--- config.mk ---
export PLATFORM = sky130hd
export DESIGN_NAME = task_sequencer_flat
export DESIGN_NICKNAME = d
export VERILOG_FILES = /design/src/rtl/task_sequencer_if.sv /design/src/rtl/task_sequencer.sv /design/src/flat_wrapper.sv
export SDC_FILE = /design/constraint.sdc
export NUM_CORES = 1
export LEC_CHECK = 0
export ABC_AREA = 1
export CORE_ASPECT_RATIO = 1.1
export CORE_MARGIN = 2
export CORE_UTILIZATION = 35
export CTS_BUF_LIST = sky130_fd_sc_hd__clkbuf_8
export DETAILED_ROUTE_END_ITERATION = 12
export PLACE_DENSITY_LB_ADDON = 0.05
export SETUP_SLACK_MARGIN = 0.1
export SYNTH_ARGS = -nofsm -noshare
export SYNTH_HDL_FRONTEND = slang
export SYNTH_SLANG_ARGS = --single-unit
--- constraint.sdc ---
create_clock -name clk -period 2.5 [get_ports clk]
set_clock_uncertainty 0.15 [all_clocks]
set_input_delay 0.75 -clock clk [delete_from_list [all_inputs] [get_ports clk]]
set_output_delay 0.75 -clock clk [all_outputs]
set_load 0.05 [all_outputs]
--- src/rtl/task_sequencer_if.sv ---
// Control/status bundle between the top-level controller and the task sequencer.
interface task_sequencer_if #(
    parameter int unsigned NUM_TASKS = 4,
    parameter int unsigned IDX_W     = 2,
    parameter int unsigned TIMEOUT_W = 16
);
    logic                 enable;
    logic [NUM_TASKS-1:0] task_mask;
    logic [NUM_TASKS-1:0] done;
    logic [TIMEOUT_W-1:0] timeout_limit;
    logic                 clr_flags;
    logic [NUM_TASKS-1:0] grant;
    logic [IDX_W-1:0]     active_idx;
    logic                 busy;
    logic                 timeout_pulse;
    logic [NUM_TASKS-1:0] timeout_flags;
    logic                 led;

    modport master (
        output enable, task_mask, done, timeout_limit, clr_flags,
        input  grant, active_idx, busy, timeout_pulse, timeout_flags, led
    );

    modport slave (
        input  enable, task_mask, done, timeout_limit, clr_flags,
        output grant, active_idx, busy, timeout_pulse, timeout_flags, led
    );
endinterface

--- src/rtl/task_sequencer.sv ---
// Round-robin task sequencer: grants one task engine at a time, advances on done,
// skips masked tasks and forcibly releases a grant after an optional watchdog limit.
module task_sequencer #(
    parameter int unsigned NUM_TASKS = 4,
    parameter int unsigned IDX_W     = 2,
    parameter int unsigned TIMEOUT_W = 16
) (
    input logic             clk,
    input logic             rst,
    task_sequencer_if.slave bus
);

    typedef enum logic [1:0] {
        IDLE   = 2'd0,
        SELECT = 2'd1,
        GRANT  = 2'd2
    } state_t;

    state_t               state_q;
    logic [NUM_TASKS-1:0] grant_q;
    logic [IDX_W-1:0]     active_idx_q;
    logic [IDX_W-1:0]     ptr_q;
    logic                 busy_q;
    logic                 timeout_pulse_q;
    logic [NUM_TASKS-1:0] timeout_flags_q;
    logic [TIMEOUT_W-1:0] wd_cnt_q;
    logic [TIMEOUT_W-1:0] limit_q;

    logic                 sel_found;
    logic [IDX_W-1:0]     sel_idx;
    logic [NUM_TASKS-1:0] sel_onehot;
    logic                 cand_bit;
    int unsigned          cand;
    logic                 done_hit;
    logic                 wd_expired;

    // Cyclic search from ptr+1; ptr itself is visited last.
    always_comb begin
        sel_found  = 1'b0;
        sel_idx    = '0;
        cand       = 0;
        cand_bit   = 1'b0;
        sel_onehot = '0;
        for (int unsigned i = 1; i <= NUM_TASKS; i++) begin
            cand = 32'(ptr_q) + i;
            if (cand >= NUM_TASKS) begin
                cand = cand - NUM_TASKS;
            end
            cand_bit = 1'b0;
            for (int unsigned k = 0; k < NUM_TASKS; k++) begin
                if (k == cand) begin
                    cand_bit = bus.task_mask[k];
                end
            end
            if (!sel_found && cand_bit) begin
                sel_found = 1'b1;
                sel_idx   = IDX_W'(cand);
            end
        end
        for (int unsigned k = 0; k < NUM_TASKS; k++) begin
            sel_onehot[k] = (sel_idx == IDX_W'(k));
        end
    end

    // grant_q is one-hot at active_idx during GRANT, so it doubles as the done selector.
    assign done_hit   = |(bus.done & grant_q);
    assign wd_expired = (limit_q != '0) && (wd_cnt_q == limit_q - TIMEOUT_W'(1));

    always_ff @(posedge clk or posedge rst) begin
        if (rst) begin
            state_q         <= IDLE;
            grant_q         <= '0;
            active_idx_q    <= '0;
            ptr_q           <= IDX_W'(NUM_TASKS - 1);
            busy_q          <= 1'b0;
            timeout_pulse_q <= 1'b0;
            timeout_flags_q <= '0;
            wd_cnt_q        <= '0;
            limit_q         <= '0;
        end else begin
            timeout_pulse_q <= 1'b0;
            if (bus.clr_flags) begin
                timeout_flags_q <= '0;
            end
            case (state_q)
                IDLE: begin
                    grant_q <= '0;
                    if (bus.enable && (|bus.task_mask)) begin
                        state_q <= SELECT;
                        busy_q  <= 1'b1;
                    end
                end
                SELECT: begin
                    if (!bus.enable || !sel_found) begin
                        state_q <= IDLE;
                        busy_q  <= 1'b0;
                    end else begin
                        state_q      <= GRANT;
                        active_idx_q <= sel_idx;
                        ptr_q        <= sel_idx;
                        grant_q      <= sel_onehot;
                        limit_q      <= bus.timeout_limit;
                        wd_cnt_q     <= '0;
                    end
                end
                GRANT: begin
                    wd_cnt_q <= wd_cnt_q + TIMEOUT_W'(1);
                    if (done_hit) begin
                        state_q <= SELECT;
                        grant_q <= '0;
                    end else if (wd_expired) begin
                        state_q         <= SELECT;
                        grant_q         <= '0;
                        timeout_pulse_q <= 1'b1;
                        // A flag being set survives a coincident clear.
                        timeout_flags_q <= (bus.clr_flags ? '0 : timeout_flags_q) | grant_q;
                    end
                end
                default: begin
                    state_q <= IDLE;
                    grant_q <= '0;
                    busy_q  <= 1'b0;
                end
            endcase
        end
    end

    assign bus.grant         = grant_q;
    assign bus.active_idx    = active_idx_q;
    assign bus.busy          = busy_q;
    assign bus.led           = busy_q;
    assign bus.timeout_pulse = timeout_pulse_q;
    assign bus.timeout_flags = timeout_flags_q;

endmodule

--- src/flat_wrapper.sv ---
// flat-port wrapper written by rule: the top's interface ports become plain ports
module task_sequencer_flat 
#(
    parameter int unsigned NUM_TASKS = 4,
    parameter int unsigned IDX_W     = 2,
    parameter int unsigned TIMEOUT_W = 16
)
  (clk, rst, bus_enable, bus_task_mask, bus_done, bus_timeout_limit, bus_clr_flags, bus_grant, bus_active_idx, bus_busy, bus_timeout_pulse, bus_timeout_flags, bus_led);
  task_sequencer_if #(.NUM_TASKS(NUM_TASKS), .IDX_W(IDX_W), .TIMEOUT_W(TIMEOUT_W)) bus_i ();
  input logic clk;
  input logic rst;
  input wire logic [$bits(bus_i.enable)-1:0] bus_enable;
  input wire logic [$bits(bus_i.task_mask)-1:0] bus_task_mask;
  input wire logic [$bits(bus_i.done)-1:0] bus_done;
  input wire logic [$bits(bus_i.timeout_limit)-1:0] bus_timeout_limit;
  input wire logic [$bits(bus_i.clr_flags)-1:0] bus_clr_flags;
  output wire logic [$bits(bus_i.grant)-1:0] bus_grant;
  output wire logic [$bits(bus_i.active_idx)-1:0] bus_active_idx;
  output wire logic [$bits(bus_i.busy)-1:0] bus_busy;
  output wire logic [$bits(bus_i.timeout_pulse)-1:0] bus_timeout_pulse;
  output wire logic [$bits(bus_i.timeout_flags)-1:0] bus_timeout_flags;
  output wire logic [$bits(bus_i.led)-1:0] bus_led;
  assign bus_i.enable = bus_enable;
  assign bus_i.task_mask = bus_task_mask;
  assign bus_i.done = bus_done;
  assign bus_i.timeout_limit = bus_timeout_limit;
  assign bus_i.clr_flags = bus_clr_flags;
  assign bus_grant = bus_i.grant;
  assign bus_active_idx = bus_i.active_idx;
  assign bus_busy = bus_i.busy;
  assign bus_timeout_pulse = bus_i.timeout_pulse;
  assign bus_timeout_flags = bus_i.timeout_flags;
  assign bus_led = bus_i.led;
  task_sequencer #(.NUM_TASKS(NUM_TASKS), .IDX_W(IDX_W), .TIMEOUT_W(TIMEOUT_W)) u_core (.clk(clk), .rst(rst), .bus(bus_i));
endmodule
==> metrics.csv <==
metric,value,unit
cts.clk_slew.worst_paths,0.09,ns
crit_path_max_fanout,1,
remaining_drc_errors,0,
cpMaxStageDelayCell,clkdlybuf4s50_1,
synth_nets,488,
clock_sinks,48,
place_congestion,0.8415,
drtIter0Drc,90,
reg2reg_from,u_core.ptr_q[1]$_DFFE_PP1P_,
leakagePower,2.181,nW
grt_pass1_vias,2768,
ys_seq_elements,48,
synth_area_leader_cell,dfrtp_1,
p_per_area,1189,nW/um^2
gr-total-overflow,0,
critPathLaunchType,register,
period_minus_slack,2.338,ns
required,1.60,ns
track_usage,0.1581,
initial_core_util,0.3569,
syn_area_per_cell,7.360,sq um
cts_tree,done,
netlist.area_leader.share,0.3484,
seq_area_frac_synth,0.3643,
hold_depth,1,
hp-start,u_core.state_q[0]$_DFFE_PP0P_,
io_pins,41,
finalSetupViolations,0,
tightestPinTransition,0.5000,ns
drt_wl_total,7.785,mm
numCtsBuffers,5,
worstSetupPathType,reg -> out,
final_hold_viol_count,0,
clk_latency,0.31,ns
rr_worst_depth,12,
synth_commonest_cells,"nand2_1 (151), inv_1 (51), dfrtp_1 (46), nor2_1 (38), nand3_1 (34)",
antenna_cells,0,
netlist_top_cells_area,"dfrtp_1 (35%), nand2_1 (17%), inv_1 (5.8%), nand3_1 (5.1%), nor2_1 (4.3%)",
crit_family,buffers and inverters,
synth-main-ff-cell,dfrtp_1,
dpl_cell_area,4005,sq um
status,"finished, final reports clean",
vias,2943,
crit_path_cell_trace,clkdlybuf4s50_1,
antenna_found_initial,0,
holdPathEnd,u_core.state_q[0]$_DFFE_PP0P_,
cts_buffer_depth,2,
die_y,105.9,um
port_buffers,40,
r2r-end,u_core.wd_cnt_q[8]$_DFFE_PP0P_,
grt_first_pass_wirelength,13.30,mm
ir_drop,0.5618,mV
postCtsHoldBufs,0,
async_flop_share,1.000,
synth_edf_count,0,
critical_path.max_stage_delay,0.79,ns
dr.pass1.iters,4,
h-tree-depth,2,
drive_above_1_share,0.1829,
nets,552,
wl_per_cell,12.34,um
core_area,9259,sq um
fp.dieArea,10240,sq um
yosys_warnings,0,
synthesis.area,3304,sq um
max_cap_viol_count,0,
ant_nets,0,
dieWidth,96.65,um
rows,37,
drv_slew,0,
rsz0062_at_grt,no,
hold_class,reg -> reg,
root_buffer,clkbuf_8,
crit_buf_inv,1,
max_freq,0.4277,GHz
final_area,4143,sq um
grt_max_degree,37,
r2r_slack,0.29,ns
synth_most_common_cell,nand2_1,
cp.arrival,1.44,ns
fin_tns_setup,0,ns
area_growth,25.37,%
maxSlewHeadroom,0.6661,
routed_via_density,4.664,
hpwl,6.213,mm
end_kind,output port,
syn_inst,449,
synth_cell_type_count,45,
finalCritPeriodShare,0.9351,
-- timing repair --
item | in CTS | in global routing
pin swaps | 0 | 1
setup buffers | 0 | 0
endpoints found under the hold margin | 0 | 0
endpoints found under the setup margin | 5 | 33
gates resized for setup | 5 | 21
-- sequential cells by signal (all words and copies together) (netlist names), 2 cells and up --
signal	flops
u_core.state_q	2
u_core.bus.grant	4
u_core.wd_cnt_q	16
u_core.limit_q	16
u_core.ptr_q	2
u_core.bus.active_idx	2
u_core.bus.timeout_flags	4
-- report_power, final --
group	internal, mW	switching [mW]	total, mW
Sequential	1.08	0.367	1.44
Combinational	1.22	1.79	3.01
Clock	0.196	0.276	0.472
-- area by class of cell --
cell class | count | area [sq um]
clock buffers | 5 | 68.82
clock inverters | 3 | 20.02
fillers | 994 | 5116
inverters | 58 | 222.7
multi-input cells | 336 | 1837
flip-flops and latches | 48 | 1204
well taps | 117 | 146.4
repair buffers | 64 | 644.4
-- cell families (layout without fill, tap and decap cells) --
family / Yosys count / after routing / synth area share
adder cells (fa/ha/maj): 11 / 11 / 0.04165
flip-flops: 48 / 48 / 0.3643
AND/OR/NAND/NOR: 262 / 262 / 0.3601
AO/OA/AOI/OAI: 48 / 48 / 0.1041
buffers and inverters: 65 / 130 / 0.08595
XOR/XNOR: 15 / 15 / 0.04392
-- worst max path at each step --
stage	startpoint	end	cells after the start
6_report	u_core.bus.timeout_pulse$_DFF_PP0_	bus_timeout_pulse	1
5_1_grt	u_core.ptr_q[1]$_DFFE_PP1P_	u_core.wd_cnt_q[12]$_DFFE_PP0P_	13
4_1_cts	u_core.bus.busy$_DFFE_PP0P_	bus_busy	1
3_5_place_dp	bus_task_mask[0]	u_core.ptr_q[0]$_DFFE_PP1P_	12
3_3_place_gp	bus_task_mask[1]	u_core.bus.active_idx[1]$_DFFE_PP0P_	12
2_1_floorplan	u_core.ptr_q[0]$_DFFE_PP1P_	u_core.bus.grant[0]$_DFFE_PP0P_	12
-- cells in the final DEF (no fill, tap or decap), types with 3 or more instances in the layout --
master           count
nor2_4               4
inv_1               50
dfrtp_1             46
nor2_1              37
nand2_1            151
nand4_1              5
o21ai_0              7
buf_4               19
o21ai_1              6
inv_2                7
buf_12               3
dlymetal6s2s_1      10
o22ai_2              4
ha_1                 7
clkdlybuf4s50_1     25
nand3_1             34
nand3_2              3
xnor2_1              5
o22ai_1              3
o21ai_2             12
xor2_1               9
nand2_2              8
dlygate4sd2_1        5
ha_2                 4
clkbuf_8             5
a21oi_1              7
nor2_2               9
-- layer usage --
layer,global-route usage,share of wire,up-vias
met3,0.02301,0.022,8
met5,0,0,-
met4,0.04125,0.011,0
met1,0.2307,0.52,1359
li1,-,-,1545
met2,0.2460,0.44,31
-- stage by stage --
stage / utilization / hold WS [ns] / instances / worst slack [ns] / total power [mW]
4_1_cts: 0.4415 / 0.3235 / 631 / 0.1017 / 4.939
5_1_grt: 0.4474 / 0.3494 / 631 / 0.1128 / 5.418
2_1_floorplan: - / 0.2903 / 449 / 0.2957 / 3.569
3_3_place_gp: 0.4326 / 0.3071 / 623 / -0.1739 / 4.446
6_report: 0.4474 / 0.3238 / 631 / 0.1622 / 4.925
3_5_place_dp: 0.4326 / 0.3102 / 623 / -0.1380 / 4.471
Power figures use the tool's default switching activity.
